## src/rtl/timer8_apb_core_if.sv

```systemverilog
// timer8_apb_core_if: APB slave bus bundle for one timer channel.
interface timer8_apb_core_if #(
    parameter int DATA_WIDTH = 8,
    parameter int ADDR_WIDTH = 3
);
    logic                  psel;
    logic                  penable;
    logic                  pwrite;
    logic [ADDR_WIDTH-1:0] paddr;
    logic [DATA_WIDTH-1:0] pwdata;
    logic [DATA_WIDTH-1:0] prdata;
    logic                  pready;
    logic                  pslverr;
    modport master(output psel, penable, pwrite, paddr, pwdata, input prdata, pready, pslverr);
    modport slave(input psel, penable, pwrite, paddr, pwdata, output prdata, pready, pslverr);
endinterface

```

## src/rtl/timer8_apb_core.sv

```systemverilog
// timer8_apb_core: 8-bit up/down timer with clock-enable prescaler, sticky OVF/UDF flags and APB registers.
module timer8_apb_core #(
    parameter int DATA_WIDTH = 8,
    parameter int ADDR_WIDTH = 3
) (
    input  logic                 pclk,
    input  logic                 preset_n,
    timer8_apb_core_if.slave     apb,
    output logic                 TMR_OVF,
    output logic                 TMR_UDF
);
    localparam logic [ADDR_WIDTH-1:0] A_TDR  = ADDR_WIDTH'(2);
    localparam logic [ADDR_WIDTH-1:0] A_TCR  = ADDR_WIDTH'(3);
    localparam logic [ADDR_WIDTH-1:0] A_TSR  = ADDR_WIDTH'(4);
    localparam logic [ADDR_WIDTH-1:0] A_TCNT = ADDR_WIDTH'(5);
    localparam logic [DATA_WIDTH-1:0] TCR_MASK = DATA_WIDTH'(8'hB3);

    logic [DATA_WIDTH-1:0] r_tdr, r_tcr, r_tcnt;
    logic [1:0]            r_tsr;
    logic [3:0]            r_pc;
    logic                  r_tmr_ovf, r_tmr_udf;

    logic                  w_access, w_wr;
    logic                  w_sel_tdr, w_sel_tcr, w_sel_tsr, w_sel_tcnt;
    logic [3:0]            w_mask;
    logic                  w_tick, w_up, w_dn;
    logic [1:0]            w_set, w_clr;
    logic [DATA_WIDTH-1:0] w_rdata, w_tcnt_nxt;

    assign w_access   = apb.psel & apb.penable;
    assign w_wr       = w_access & apb.pwrite;
    assign w_sel_tdr  = apb.paddr == A_TDR;
    assign w_sel_tcr  = apb.paddr == A_TCR;
    assign w_sel_tsr  = apb.paddr == A_TSR;
    assign w_sel_tcnt = apb.paddr == A_TCNT;

    // Tick when the low cks+1 prescaler bits are all ones; mask bits above that are forced high.
    assign w_mask = {&r_tcr[1:0], r_tcr[1], |r_tcr[1:0], 1'b1};
    assign w_tick = &(r_pc | ~w_mask);
    assign w_up   = ~r_tcr[7] & r_tcr[4] & w_tick & ~r_tcr[5];
    assign w_dn   = ~r_tcr[7] & r_tcr[4] & w_tick & r_tcr[5];
    assign w_set  = {w_dn & ~|r_tcnt, w_up & &r_tcnt};
    assign w_clr  = (w_wr & w_sel_tsr) ? apb.pwdata[1:0] : 2'b00;

    always_comb begin
        w_tcnt_nxt = r_tcr[7] ? r_tdr :
                     w_up     ? r_tcnt + DATA_WIDTH'(1) :
                     w_dn     ? r_tcnt - DATA_WIDTH'(1) : r_tcnt;
        w_rdata    = w_sel_tdr  ? r_tdr :
                     w_sel_tcr  ? r_tcr :
                     w_sel_tsr  ? {{(DATA_WIDTH-2){1'b0}}, r_tsr} :
                     w_sel_tcnt ? r_tcnt : '0;
    end

    assign apb.prdata  = (apb.psel & ~apb.pwrite) ? w_rdata : '0;
    assign apb.pready  = w_access;
    assign apb.pslverr = w_access & (~(w_sel_tdr | w_sel_tcr | w_sel_tsr | w_sel_tcnt) | (apb.pwrite & w_sel_tcnt));

    always_ff @(posedge pclk or negedge preset_n) begin
        if (!preset_n) begin
            r_tdr     <= '0;
            r_tcr     <= '0;
            r_tsr     <= '0;
            r_tcnt    <= '0;
            r_pc      <= '0;
            r_tmr_ovf <= 1'b0;
            r_tmr_udf <= 1'b0;
        end else begin
            r_pc      <= r_pc + 4'd1;
            r_tcnt    <= w_tcnt_nxt;
            r_tsr     <= (r_tsr & ~w_clr) | w_set;
            r_tmr_ovf <= r_tsr[0];
            r_tmr_udf <= r_tsr[1];
            if (w_wr & w_sel_tdr) r_tdr <= apb.pwdata;
            if (w_wr & w_sel_tcr) r_tcr <= apb.pwdata & TCR_MASK;
        end
    end

    assign TMR_OVF = r_tmr_ovf;
    assign TMR_UDF = r_tmr_udf;
endmodule

```

## src/flat_wrapper.sv

```systemverilog
// flat-port wrapper written by rule: the top's interface ports become plain ports
module timer8_apb_core_flat 
#(
    parameter int DATA_WIDTH = 8,
    parameter int ADDR_WIDTH = 3
)
  (pclk, preset_n, TMR_OVF, TMR_UDF, apb_psel, apb_penable, apb_pwrite, apb_paddr, apb_pwdata, apb_prdata, apb_pready, apb_pslverr);
  timer8_apb_core_if #(.DATA_WIDTH(DATA_WIDTH), .ADDR_WIDTH(ADDR_WIDTH)) apb_i ();
  input  logic pclk;
  input  logic preset_n;
  output logic TMR_OVF;
  output logic TMR_UDF;
  input wire logic [$bits(apb_i.psel)-1:0] apb_psel;
  input wire logic [$bits(apb_i.penable)-1:0] apb_penable;
  input wire logic [$bits(apb_i.pwrite)-1:0] apb_pwrite;
  input wire logic [$bits(apb_i.paddr)-1:0] apb_paddr;
  input wire logic [$bits(apb_i.pwdata)-1:0] apb_pwdata;
  output wire logic [$bits(apb_i.prdata)-1:0] apb_prdata;
  output wire logic [$bits(apb_i.pready)-1:0] apb_pready;
  output wire logic [$bits(apb_i.pslverr)-1:0] apb_pslverr;
  assign apb_i.psel = apb_psel;
  assign apb_i.penable = apb_penable;
  assign apb_i.pwrite = apb_pwrite;
  assign apb_i.paddr = apb_paddr;
  assign apb_i.pwdata = apb_pwdata;
  assign apb_prdata = apb_i.prdata;
  assign apb_pready = apb_i.pready;
  assign apb_pslverr = apb_i.pslverr;
  timer8_apb_core #(.DATA_WIDTH(DATA_WIDTH), .ADDR_WIDTH(ADDR_WIDTH)) u_core (.pclk(pclk), .preset_n(preset_n), .apb(apb_i), .TMR_OVF(TMR_OVF), .TMR_UDF(TMR_UDF));
endmodule
```

## config.mk

```make
export PLATFORM = sky130hd
export DESIGN_NAME = timer8_apb_core_flat
export DESIGN_NICKNAME = d
export VERILOG_FILES = /design/src/rtl/timer8_apb_core_if.sv /design/src/rtl/timer8_apb_core.sv /design/src/flat_wrapper.sv
export SDC_FILE = /design/constraint.sdc
export NUM_CORES = 1
export LEC_CHECK = 0
export CORE_ASPECT_RATIO = 1.2
export CORE_MARGIN = 5
export CORE_UTILIZATION = 45
export CTS_BUF_LIST = sky130_fd_sc_hd__clkbuf_8 sky130_fd_sc_hd__clkbuf_16
export DETAILED_ROUTE_END_ITERATION = 6
export PLACE_DENSITY = 0.69
export SLEW_MARGIN = 20
export SYNTH_ARGS = -nofsm -noshare
export SYNTH_HDL_FRONTEND = slang
export SYNTH_SLANG_ARGS = --single-unit
```

## constraint.sdc

```tcl
create_clock -name pclk -period 3.01 [get_ports pclk]
set_clock_uncertainty 0.15 [all_clocks]
set_input_delay 0.602 -clock pclk [delete_from_list [all_inputs] [get_ports pclk]]
set_output_delay 0.602 -clock pclk [all_outputs]
set_load 0.02 [all_outputs]
```

==> reports/metrics.yaml, run 1 <==
route:
  vias: 1429
  wl_per_cell_um: 16.0
  post-route-drc-count: 0
  drt-total-wl_um: 4240
  drt_iter0_drc: 66
  antenna_left: 0
  via_per_inst: 5.41
  dr.pass1.iters: 4
power:
  p_leak_uw: 0.000988
  power_uw: 1490
  ir_drop_uv: 447
  p_per_area_mw_per_mm2: 694
layout:
  drive_gt1_share_pct: 15.6
  syn_to_final_growth_pct: 27.6
  final_core_util_pct: 59.2
  diodes: 0
  nets: 236
timing:
  period_minus_slack_ns: 2.85
  tightest_slew_ns: 0.394
  finalSetupViolations: 0
  fin_ws_ns: 0.160
  drv_slew: 0
  max_slew_margin_pct: 73.8
  timing.fmax_mhz: 351
  rsz0062_at_grt: "false"
  post-route-period-util_pct: 94.7
  hold_violations: 0
synthesis:
  syn_area_mm2: 0.00169
  netlist.area_leader.share_pct: 43.0
  synth_area_leaders: "dfrtp_1 (43%), mux2_2 (6.0%), ha_1 (5.9%)"
  syn-num-nets: 196
  ys_warn_count: 0
  synth_seq_cells: 29
  synth_common_cells: "dfrtp_1 (29), nand2_1 (16), nor2_1 (16)"
  post-synth-top-count-cell: "dfrtp_1"
  syn_avg_cell_area_um2: 9.86
  ys_types: 43
  ys_async_sr_fraction_pct: 100
  seq_area_frac_synth_pct: 43.0
  synth_flop_cell: "dfrtp_1"
  synth.largest_area_cell: "dfrtp_1"
  syn-instance-count: 171
  synth_edf_count: 0
worst_setup_path:
  required_ns: 2.26
  crit_path_frequent_cell: "clkdlybuf4s50_1"
  worstPathMaxFanout: 4
  path_buf_inv: 3
  cp_slowest_stage_delay_ns: 0.60
  start_kind: "input port"
  crit_chain: "clkdlybuf4s50_1 > nand2b_1 > buf_4 > a21oi_1 > nor2_1 > clkdlybuf4s50_1"
  crit_family: "buffers and inverters"
  cp_slowest_cell: "clkdlybuf4s50_1"
  arrival_ns: 2.10
  crit_type: "in2out"
  end_kind: "output port"
clock_tree:
  clock_latency_ns: 0.28
  htreeDepth: 2
  root_buffer: "clkbuf_8"
  ctsHoldBuffers: 0
  cts_sinks: 29
  cts_tree: "yes"
  cts_buffers: 5
  post-cts-setup-buffer-count: 0
  clk_pin_slew_ns: 0.06
  cts_buffer_depth: 2
floorplanning:
  dieWidth_um: 65.9
  coreArea_mm2: 0.00363
  start_util_pct: 46.4
  die_area_mm2: 0.00508
  io_pins: 28
  die_y_um: 77.1
  num_rows: 24
grt:
  grt_pass1_wl_um: 7120
  grt_util_all_layers_pct: 18.5
  grt_pass1_vias: 1470
  grt_max_degree: 30
  antenna_found_initial: 0
  overflow: 0
placed_design:
  gp_congestion: 0.821
  port_buffers: 27
  hpwl_um: 3200
  place_ws_ns: -0.193
min_path:
  worst_hold_path_type: "reg2reg"
run:
  max_cap_viol_count: 0
status:
  run_status: "finished clean"
[report_power, final]
part           switching (µW)  internal [µW]  leakage [µW]  total, µW
combinational             301            287      0.000577        588
clock                     148            156     0.0000491        305
sequential                117            484      0.000361        601
total                     566            927      0.000988       1490
[stage by stage]
step / cell area [µm²] / setup TNS [ns] / hold slack [ns] / std cells
detailed placement: 2080 / -0.981 / 0.247 / 256
global route: 2150 / 0 / 0.280 / 264
CTS: 2150 / 0 / 0.260 / 264
global placement: 2080 / -0.764 / 0.244 / 256
finish: 2150 / 0 / 0.259 / 264
floorplan: 1690 / 0 / 0.156 / 171
[worst register-to-register path, stage by stage, from the launching register on]
cell      delay (ns)
dfrtp_1         0.41
inv_1           0.09
o21ai_1         0.06
a221o_1         0.33
nand2b_4        0.22
ha_1            0.36
a21o_1          0.20
a21oi_1         0.18
a21boi_1        0.14
o21ai_4         0.16
o211ai_1        0.11
a211o_1         0.27
[cell families (layout without fill, tap and decap cells)]
logic type	after synthesis	after routing	share of synthesized area (%)
XOR/XNOR	6	6	3.12
AO/OA/AOI/OAI	48	48	19.7
flip-flops	29	29	43.0
AND/OR/NAND/NOR	52	52	15.0
buffers and inverters	14	55	3.63
adder cells (fa/ha/maj)	9	9	7.12
multiplexers	13	13	8.38
[worst paths after layout]
| path | endpoint | slack [ns] | start | depth (start not counted) |
|---|---|---|---|---|
| max in group asynchronous | u_core.r_tdr[6]$_DFFE_PN0P_ | 1.87 | preset_n | 2 |
| min | u_core.TMR_OVF$_DFF_PN0_ | 0.26 | u_core.r_tsr[0]$_DFF_PN0_ | 0 |
| min reg2reg | u_core.TMR_OVF$_DFF_PN0_ | 0.26 | u_core.r_tsr[0]$_DFF_PN0_ | 0 |
| min in group asynchronous | u_core.r_pc[2]$_DFF_PN0_ | 0.55 | preset_n | 2 |
| max | apb_pslverr | 0.16 | apb_paddr[1] | 6 |
| max reg2reg | u_core.r_tcnt[7]$_DFFE_PN0P_ | 0.22 | u_core.r_tcr[1]$_DFFE_PN0P_ | 11 |
[layout by cell type (no fill, tap or decap), drive strengths merged, types with 2 or more instances in the layout]
master and n:
clkdlybuf4s50 19, a221o 4, a21oi 12, nand2 16
xnor2 3, nand2b 5, nand4 3, a21o 3
buf 11, clkbuf 5, and2 2, ha 8
dlygate4sd2 8, inv 9, o31ai 2, nor2b 2
nor3 2, xor2 3, mux2i 4, nor4 2
clkinv 3, mux2 9, a22oi 6, dfrtp 29
o21ai 12, o22a 2, nor2 17, nand3 2
[sequential cells by signal, indices dropped and copies added (netlist names)]
register / flops
u_core.r_tcnt: 8
u_core.r_tdr: 8
u_core.r_tcr: 5
u_core.r_pc: 4
u_core.r_tsr: 2
u_core.TMR_OVF: 1
u_core.TMR_UDF: 1
[area by class of cell]
class,instances,area (µm²)
clock buffers,5,68.8
clock inverters,3,13.8
fillers,327,1480
inverters,9,33.8
multi-input cells,128,902
flip-flops and latches,29,726
well taps,52,65.1
repair buffers,38,343
[layer usage]
metal  up-vias  wire length, µm  track usage [%]
li1        690                -                -
met1       704             1820             22.8
met2        30             2180             30.7
met3         5              160             2.78
met4         0               82             9.34
met5         -                0                0
[timing repair]
action                     CTS  global route
setup endpoints to repair    8             0
resized for setup            9             0
hold endpoints to repair     0             0
Note: power is estimated with default switching activity, not from simulation.
==> inputs of run 2 (changes only) <==
Settings changed: CTS_CLUSTER_DIAMETER from default to 50.
==> results of run 2 <==
The final DEF is identical to that of run 1; final timing and power are the same.
==> inputs of run 3 (changes only) <==
Settings changed: CTS_BUF_LIST sky130_fd_sc_hd__clkbuf_8 sky130_fd_sc_hd__clkbuf_16 to sky130_fd_sc_hd__clkbuf_4 sky130_fd_sc_hd__clkbuf_8.
Clock period 3.01 ns to 3.18 ns, I/O delays scaled along.
==> reports/metrics.yaml, run 3 (same netlist as run 1, synthesis figures left out) <==
route:
  dr.pass1.iters: 4  # unchanged
  post-route-drc-count: 0  # unchanged
  drt_iter0_drc: 63  # -4.5%
  antenna_left: 0  # unchanged
  vias: 1453  # +1.7%
  via_per_inst: 5.48  # +1.3%
  wl_per_cell_um: 16.2  # +1.1%
  drt-total-wl_um: 4300  # +1.4%
timing:
  period_minus_slack_ns: 3.08
  max_slew_margin_pct: 65.0  # -8.7 points
  drv_slew: 0  # unchanged
  rsz0062_at_grt: "false"
  holdWs_ns: 0.269  # +0.0100 ns
  post-route-period-util_pct: 97.0
  timing.fmax_mhz: 324
  finalSetupViolations: 0  # unchanged
  tightest_slew_ns: 0.524  # +0.130 ns
  fin_setup_tns_ns: 0  # unchanged
  hold_violations: 0  # unchanged
floorplanning:
  num_rows: 24  # unchanged
  dieWidth_um: 65.9  # unchanged
  die_area_mm2: 0.00508  # unchanged
  coreArea_mm2: 0.00363  # unchanged
  start_util_pct: 46.4  # unchanged
  io_pins: 28  # unchanged
  die_y_um: 77.1  # unchanged
worst_setup_path:
  end_kind: "output port"
  reg2reg_to: "u_core.r_tcnt[7]$_DFFE_PN0P_"
  start_kind: "input port"
  arrival_ns: 2.30  # +0.20 ns
  worstPathMaxFanout: 6  # +2
  crit_type: "in2out"
  rr_worst_depth: 11  # unchanged
  r2r-start: "u_core.r_tcr[1]$_DFFE_PN0P_"
  required_ns: 2.39  # +0.13 ns
  r2r_slack_ns: 0.37  # +0.15 ns
layout:
  syn_to_final_growth_pct: 29.9
  drive_gt1_share_pct: 16.4  # +0.87 points
  final_common_cell: "dfrtp_1"
  nets: 237  # +0.42%
  final_core_util_pct: 60.3  # +1.1 points
  nFillCells: 308  # -5.8%
  largest_registers: "u_core.r_tcnt (8), u_core.r_tdr (8), u_core.r_tcr (5)"
  instances_no_fill: 265  # +0.38%
  layout_common_cells: "dfrtp_1 (29), clkdlybuf4s50_1 (20), nand2_1 (16), nor2_1 (15)"
  diodes: 0  # unchanged
placed_design:
  hpwl_um: 3210  # +0.42%
  dp_cells: 257  # +0.39%
  port_buffers: 27  # unchanged
  gp_congestion: 0.803  # -2.1%
grt:
  use_met2_pct: 30.8  # +0.10 points
  grt_util_all_layers_pct: 18.5  # +0.019 points
  use_met1_pct: 22.2  # -0.60 points
  grt_pass1_wl_um: 7080  # -0.58%
  overflow: 0  # unchanged
  grt.busiest_layer: "met2"
  met3_usage_pct: 4.24  # +1.5 points
  grt_pass1_vias: 1482  # +0.82%
  grt_max_degree: 30  # unchanged
  antenna_found_initial: 0  # unchanged
clock_tree:
  cts_tree: "yes"
  cts_buffers: 5  # unchanged
  cts_buffer_depth: 2  # unchanged
  clock_latency_ns: 0.28  # about the same
  htreeDepth: 2  # unchanged
  clk_pin_slew_ns: 0.07  # about the same
  root_buffer: "clkbuf_8"
  cts_sinks: 29  # unchanged
power:
  power_uw: 1430  # -4.0%
  ir_drop_uv: 291  # -35%
  p_leak_uw: 0.00108  # +9.2%
  p_per_area_mw_per_mm2: 655  # -5.7%
min_path:
  worst_hold_path_type: "reg2reg"
  hp-start: "u_core.r_tsr[1]$_DFF_PN0_"
  worstHoldEndpoint: "u_core.TMR_UDF$_DFF_PN0_"
  hold_depth: 0  # unchanged
status:
  run_status: "finished clean"
run:
  max_cap_viol_count: 0  # unchanged
[run 3: repair_timing]
item,in CTS,in global routing
hold buffers,0,0
setup endpoints to repair,0,7
hold endpoints to repair,0,0
setup buffers,0,0
gates resized for setup,0,8
[run 3: area by class of cell]
type / count / area (µm²) / area share, %
Clock inverter: 2 / 10.0 / 0.457
Sequential cell: 29 / 726 / 33.1
Multi-Input combinational cell: 128 / 902 / 41.2
Clock buffer: 6 / 76.3 / 3.48
Timing Repair Buffer: 39 / 378 / 17.2
Tap cell: 52 / 65.1 / 2.97
Inverter: 9 / 33.8 / 1.54
[run 3: how the worst max path moves through the flow]
stage	from	depth (start not counted)	end	slack (ns)
after global routing	apb_paddr[0]	7	apb_prdata[6]	0.007
after CTS	apb_paddr[2]	6	apb_prdata[0]	0.03
after floorplan	u_core.r_tcr[1]$_DFFE_PN0P_	12	u_core.r_tcnt[7]$_DFFE_PN0P_	0.49
final	apb_paddr[0]	7	apb_prdata[6]	0.1
after detailed placement	apb_paddr[0]	6	apb_prdata[2]	0.04
after global placement	apb_paddr[0]	6	apb_prdata[6]	0.04
[run 3: metrics by stage]
| step | cell area (µm²) | worst slack [ns] |
|---|---|---|
| global placement | 2080 | 0.0351 |
| global route | 2190 | 0.00692 |
| floorplan | 1690 | 0.493 |
| CTS | 2170 | 0.0346 |
| detailed placement | 2080 | 0.0434 |
| finish | 2190 | 0.0955 |
[run 3: power breakdown]
group	leakage [µW]	internal, µW	switching [µW]
logic	0.000669	276	293
clock network	0.0000484	160	139
registers	0.000361	458	107
[run 3: per-layer routing]
metal	vias up	routed length (µm)
met5	-	0
li1	697	-
met3	5	203
met1	712	1800
met2	39	2230
met4	0	72
[run 3: worst max-delay path, cell delays in order]
cell             delay (ns)
clkdlybuf4s50_1        0.51
inv_1                  0.09
nor2_1                 0.11
buf_4                  0.15
a22oi_1                0.09
nor2_1                 0.10
clkdlybuf4s50_1        0.61
